<file path="config.mk">
export PLATFORM = sky130hd
export DESIGN_NAME = pipe_skid_reg
export DESIGN_NICKNAME = d
export VERILOG_FILES = /design/src/rtl/pipe_skid_reg.sv
export SDC_FILE = /design/constraint.sdc
export NUM_CORES = 1
export LEC_CHECK = 0
export CORE_MARGIN = 4
export CORE_UTILIZATION = 44
export DETAILED_ROUTE_END_ITERATION = 12
export PLACE_DENSITY_LB_ADDON = 0.2
export SLEW_MARGIN = 20
export SYNTH_ARGS = -nofsm -noshare
export SYNTH_HDL_FRONTEND = slang
export SYNTH_SLANG_ARGS = --single-unit
</file>
<file path="constraint.sdc">
create_clock -name clk -period 1.45 [get_ports clk]
set_input_delay 0.2175 -clock clk [delete_from_list [all_inputs] [get_ports clk]]
set_output_delay 0.2175 -clock clk [all_outputs]
set_load 0.02 [all_outputs]
</file>
<file path="src/rtl/pipe_skid_reg.sv">
// pipe_skid_reg: ready/valid pipeline stage.
//   SEL=1: registered two-entry skid stage. in_ready is decoded from state only,
//          so there is no combinational path from out_ready to in_ready.
//   SEL=0: combinational pass-through with no storage.
// Ports:
//   clk        rising-edge clock
//   rst        asynchronous active-low reset
//   in_data    write-side payload        in_valid   write-side valid
//   in_ready   write side may push
//   out_data   read-side payload         out_valid  read-side valid
//   out_ready  downstream accepts
//   count      stored entries (0..2), constant 0 when SEL=0
module pipe_skid_reg #(
  parameter int unsigned WIDTH = 18,
  parameter bit          SEL   = 1'b1
) (
  input  logic             clk,
  input  logic             rst,
  input  logic [WIDTH-1:0] in_data,
  input  logic             in_valid,
  output logic             in_ready,
  output logic [WIDTH-1:0] out_data,
  output logic             out_valid,
  input  logic             out_ready,
  output logic [1:0]       count
);

  if (SEL) begin : g_skid
    // The encoding equals the stored-entry count, so count is the state itself.
    typedef enum logic [1:0] {
      StEmpty = 2'd0,
      StOne   = 2'd1,
      StFull  = 2'd2
    } state_e;

    state_e           state_q;
    logic [WIDTH-1:0] main_q;
    logic [WIDTH-1:0] skid_q;
    logic             push;
    logic             pop;

    assign in_ready  = (state_q != StFull);
    assign out_valid = (state_q != StEmpty);
    assign out_data  = main_q;
    assign count     = state_q;

    assign push = in_valid & in_ready;
    assign pop  = out_valid & out_ready;

    always_ff @(posedge clk or negedge rst) begin
      if (!rst) begin
        state_q <= StEmpty;
        main_q  <= '0;
        skid_q  <= '0;
      end else begin
        unique case (state_q)
          StEmpty: begin
            if (push) begin
              state_q <= StOne;
              main_q  <= in_data;
            end
          end
          StOne: begin
            if (push && pop) begin
              main_q <= in_data;
            end else if (push) begin
              // Downstream stalled: park the new word behind the head.
              state_q <= StFull;
              skid_q  <= in_data;
            end else if (pop) begin
              state_q <= StEmpty;
            end
          end
          StFull: begin
            if (pop) begin
              state_q <= StOne;
              main_q  <= skid_q;
            end
          end
          default: state_q <= StEmpty;
        endcase
      end
    end
  end else begin : g_pass
    assign out_data  = in_data;
    assign out_valid = in_valid;
    assign in_ready  = out_ready;
    assign count     = 2'd0;

    // Clock and reset have no role in the pass-through.
    logic unused_clk_rst;
    assign unused_clk_rst = clk ^ rst;
  end

endmodule

</file>
==> results by group <==
Floorplanning
  – Core ar.: approximately 4000 um^2
  – Die height: between 70 and 80 um
  – Die area: 5190 um^2
  – Starting Density: 0.455
  – I/O pin count: 44
  – Site Rows: 23
  – Die width: roughly 72 um

Job
  – Max cap viols: 0

Clock network
  – H-tree levels: 2
  – Root Buffer: clkbuf_8
  – Reg clk slew, reported paths: 0.07 ns
  – Clk sinks: 38
  – Clk_lat worst skew: between 0.2 and 0.3 ns
  – Clk buf depth: 2
  – Num CTS Buffers: 5
  – CTS tree: yes

Synthesis
  – Area leader, netlist: dfrtp_1
  – Synth top area cells: dfrtp_1 (53%), mux2_2 (17%), mux2_4 (16%)
  – Mapped Nets: between 100 and 150
  – Post-synth EDFFs: 0
  – Synth warnings: 0
  – Top-count cell post-synth: dfrtp_1
  – Unique masters post-synth: 19
  – Cells after Synth: 109
  – Seq/Total Area, Yosys: 0.527
  – Asr flop ratio synth: 1.00
  – Synth Register Bits: 38
  – Synth Flop Type: dfrtp_1
  – Syn Std Cell Area: 1810 um^2
  – Synth top area share: 0.527
  – Commonest cells post-synth: dfrtp_1 (38), mux2_2 (27), mux2_4 (19), mux2_1 (8), buf_6 (3)
  – Mean post-synth cell area: 16.6 um^2

Drt
  – First-pass DRT Iterations: 4
  – DRT iter0 DRCs: 46
  – Detailed-route DRC error count: 0
  – WL/cell: 16.8 um
  – DRT Wirelength: 3.68 mm
  – Via count: 1,102
  – Vias/cell: between 5 and 6
  – Antenna-violating nets left: 0

Timing
  – RSZ-0062 raised after global routing: yes
  – Worst Skew: approximately 0.0044 ns
  – Final Max Tran Viols: 0
  – Final setup violation count: 38
  – Worst slew pin tran: ~0.46 ns
  – Min cycle time layout: 1.51 ns
  – Fmax: 661 MHz
  – Hold Vio Cnt, Final: 0
  – Slew HR: 0.696
  – Total negative setup slack: -1.47 ns
  – Final worst path period share: 1.04
  – Final setup margin: -0.0627 ns

Power and ir drop
  – Sw Ratio: 0.305
  – Clock Power Share: 0.178
  – Int Power: 2.90 mW
  – PnR Total Power: roughly 4.2 mW
  – Pwr dens: 1610 nW/um^2
  – Switch Pwr: about 1.3 mW
  – Logic gate share of total power: 0.409
  – Sequential power share: 0.413
  – Max VDD drop: 1.01 mV
  – Leakage: 1.21 nW

Setup path
  – CP Max Fanout: 8
  – Req. time, crit path: between 1.5 and 2 ns
  – Critical Path Source Type: register
  – CP endpoint kind: register
  – CP Class: reg2reg
  – Arrival time worst endpoint: 1.69 ns

Status
  – Status: finished, violations left
  – Failing checks: negative setup slack

Finish
  – Share of layout cells above drive strength 1: 0.509
  – # diodes: 0
  – Area growth syn-to-layout: 43.5%
  – Nets@finish: 190
  – Area of the multi-input gates: about 920 um^2
  – Register area: roughly 950 um^2
  – # fillers: between 200 and 300
  – Layout Utilization: 0.652

GRT
  – Number of global-route vias before repair: approximately 1,200
  – First-pass GRT wire length: around 5.8 mm
  – GRT Overall Usage: 0.146
  – Total grt overflow: 0
  – Met2 GRT Util: 0.235
  – Initial antenna violation count: 0
  – Grt peak-use layer: met2
  – Met3 Track Usage GR: 0.0499
  – Pin count of the biggest net entering global routing: 22
  – Grt met1 use: 0.186

Min path
  – Hold Crit Class: in2async

Placement
  – Pre-CTS setup slack: -0.356 ns
  – IO Port Bufs: 43
  – Gpl congestion: between 0.6 and 0.7
  – DP HPWL: between 2 and 2.5 mm
critical path, stage by stage (launching register included):
cell,delay (ns)
dfrtp_2,0.43
nand2b_4,0.17
nor3b_4,0.29
buf_6,0.20
mux2_4,0.31
metal layers:
metal / vias to the layer above / share of wire
met5: - / 0
met2: 36 / 0.48
met3: 7 / 0.052
met1: 555 / 0.45
li1: 504 / -
met4: 0 / 0.017
registers in the layout, summed over array words and instances, names as in the netlist:
| register | cells |
|---|---|
| out_data | 18 |
| g_skid.skid_q | 18 |
| count | 2 |
layout make-up:
type                            count  share of cell area
Clock buffer                        7              0.0333
Clock inverter                      1             0.00193
Inverter                            1             0.00145
Multi-Input combinational cell     65               0.357
Sequential cell                    38               0.368
Tap cell                           50              0.0242
Timing Repair Buffer               57               0.214
layout by cell type, fill, tap and decap left out, types with 2 or more instances in the layout:
cell type,Yosys,routed
clkbuf_8,0,6
dfrtp_1,38,36
buf_6,3,5
buf_4,1,6
dlygate4sd2_1,0,21
clkdlybuf4s50_1,0,19
buf_2,0,2
mux2_4,19,53
dfrtp_2,0,2
buf_12,1,3
cell families (layout without fill, tap and decap cells):
logic type	Yosys count	count (layout)	share of synthesized area
and+or+nand+nor	6	6	0.0347
muxes	55	55	0.382
AOI/OAI and AO/OA	4	4	0.0208
buffers and inverters	6	66	0.0360
DFF	38	38	0.527
power by group through the flow:
stage	logic, mW	registers [mW]	clock network (mW)
after global routing	1.80	1.78	0.820
final	1.71	1.72	0.743
after detailed placement	1.58	1.72	0
after floorplan	0.710	1.92	0
after global placement	1.55	1.71	0
after CTS	1.65	1.71	0.764
worst paths after layout:
path                                         startpoint                           end  slack, ns  cells after the start
worst max-delay path               count[1]$_DFFE_PN0P_  g_skid.skid_q[9]$_DFFE_PN0P_      -0.06                      4
worst min-delay path                                rst  g_skid.skid_q[9]$_DFFE_PN0P_       0.41                      2
worst max register to register     count[1]$_DFFE_PN0P_  g_skid.skid_q[9]$_DFFE_PN0P_      -0.06                      4
worst min register to register  out_data[1]$_DFFE_PN0P_       out_data[1]$_DFFE_PN0P_       0.51                      1
max in group asynchronous                           rst  g_skid.skid_q[7]$_DFFE_PN0P_       0.57                      3
min in group clk                              out_ready          count[1]$_DFFE_PN0P_       0.46                      2
stage by stage:
stage	instances	hold slack, ns	cell area [um^2]
6_report	219	0.412	2590
3_5_place_dp	205	0.194	2340
4_1_cts	218	0.419	2550
3_3_place_gp	205	0.188	2340
5_1_grt	219	0.444	2590
2_1_floorplan	109	-0.0781	1810
what timing repair did:
action / CTS / global route
endpoints found under the hold margin: 17 / 0
hold buffers: 1 / 0
pin swaps: 0 / 1
resized for setup: 58 / 12
buffers inserted: 3 / 1
endpoints found under the setup margin: 58 / 38
cloned: 1 / 0
(Power assumes the default switching activity.)
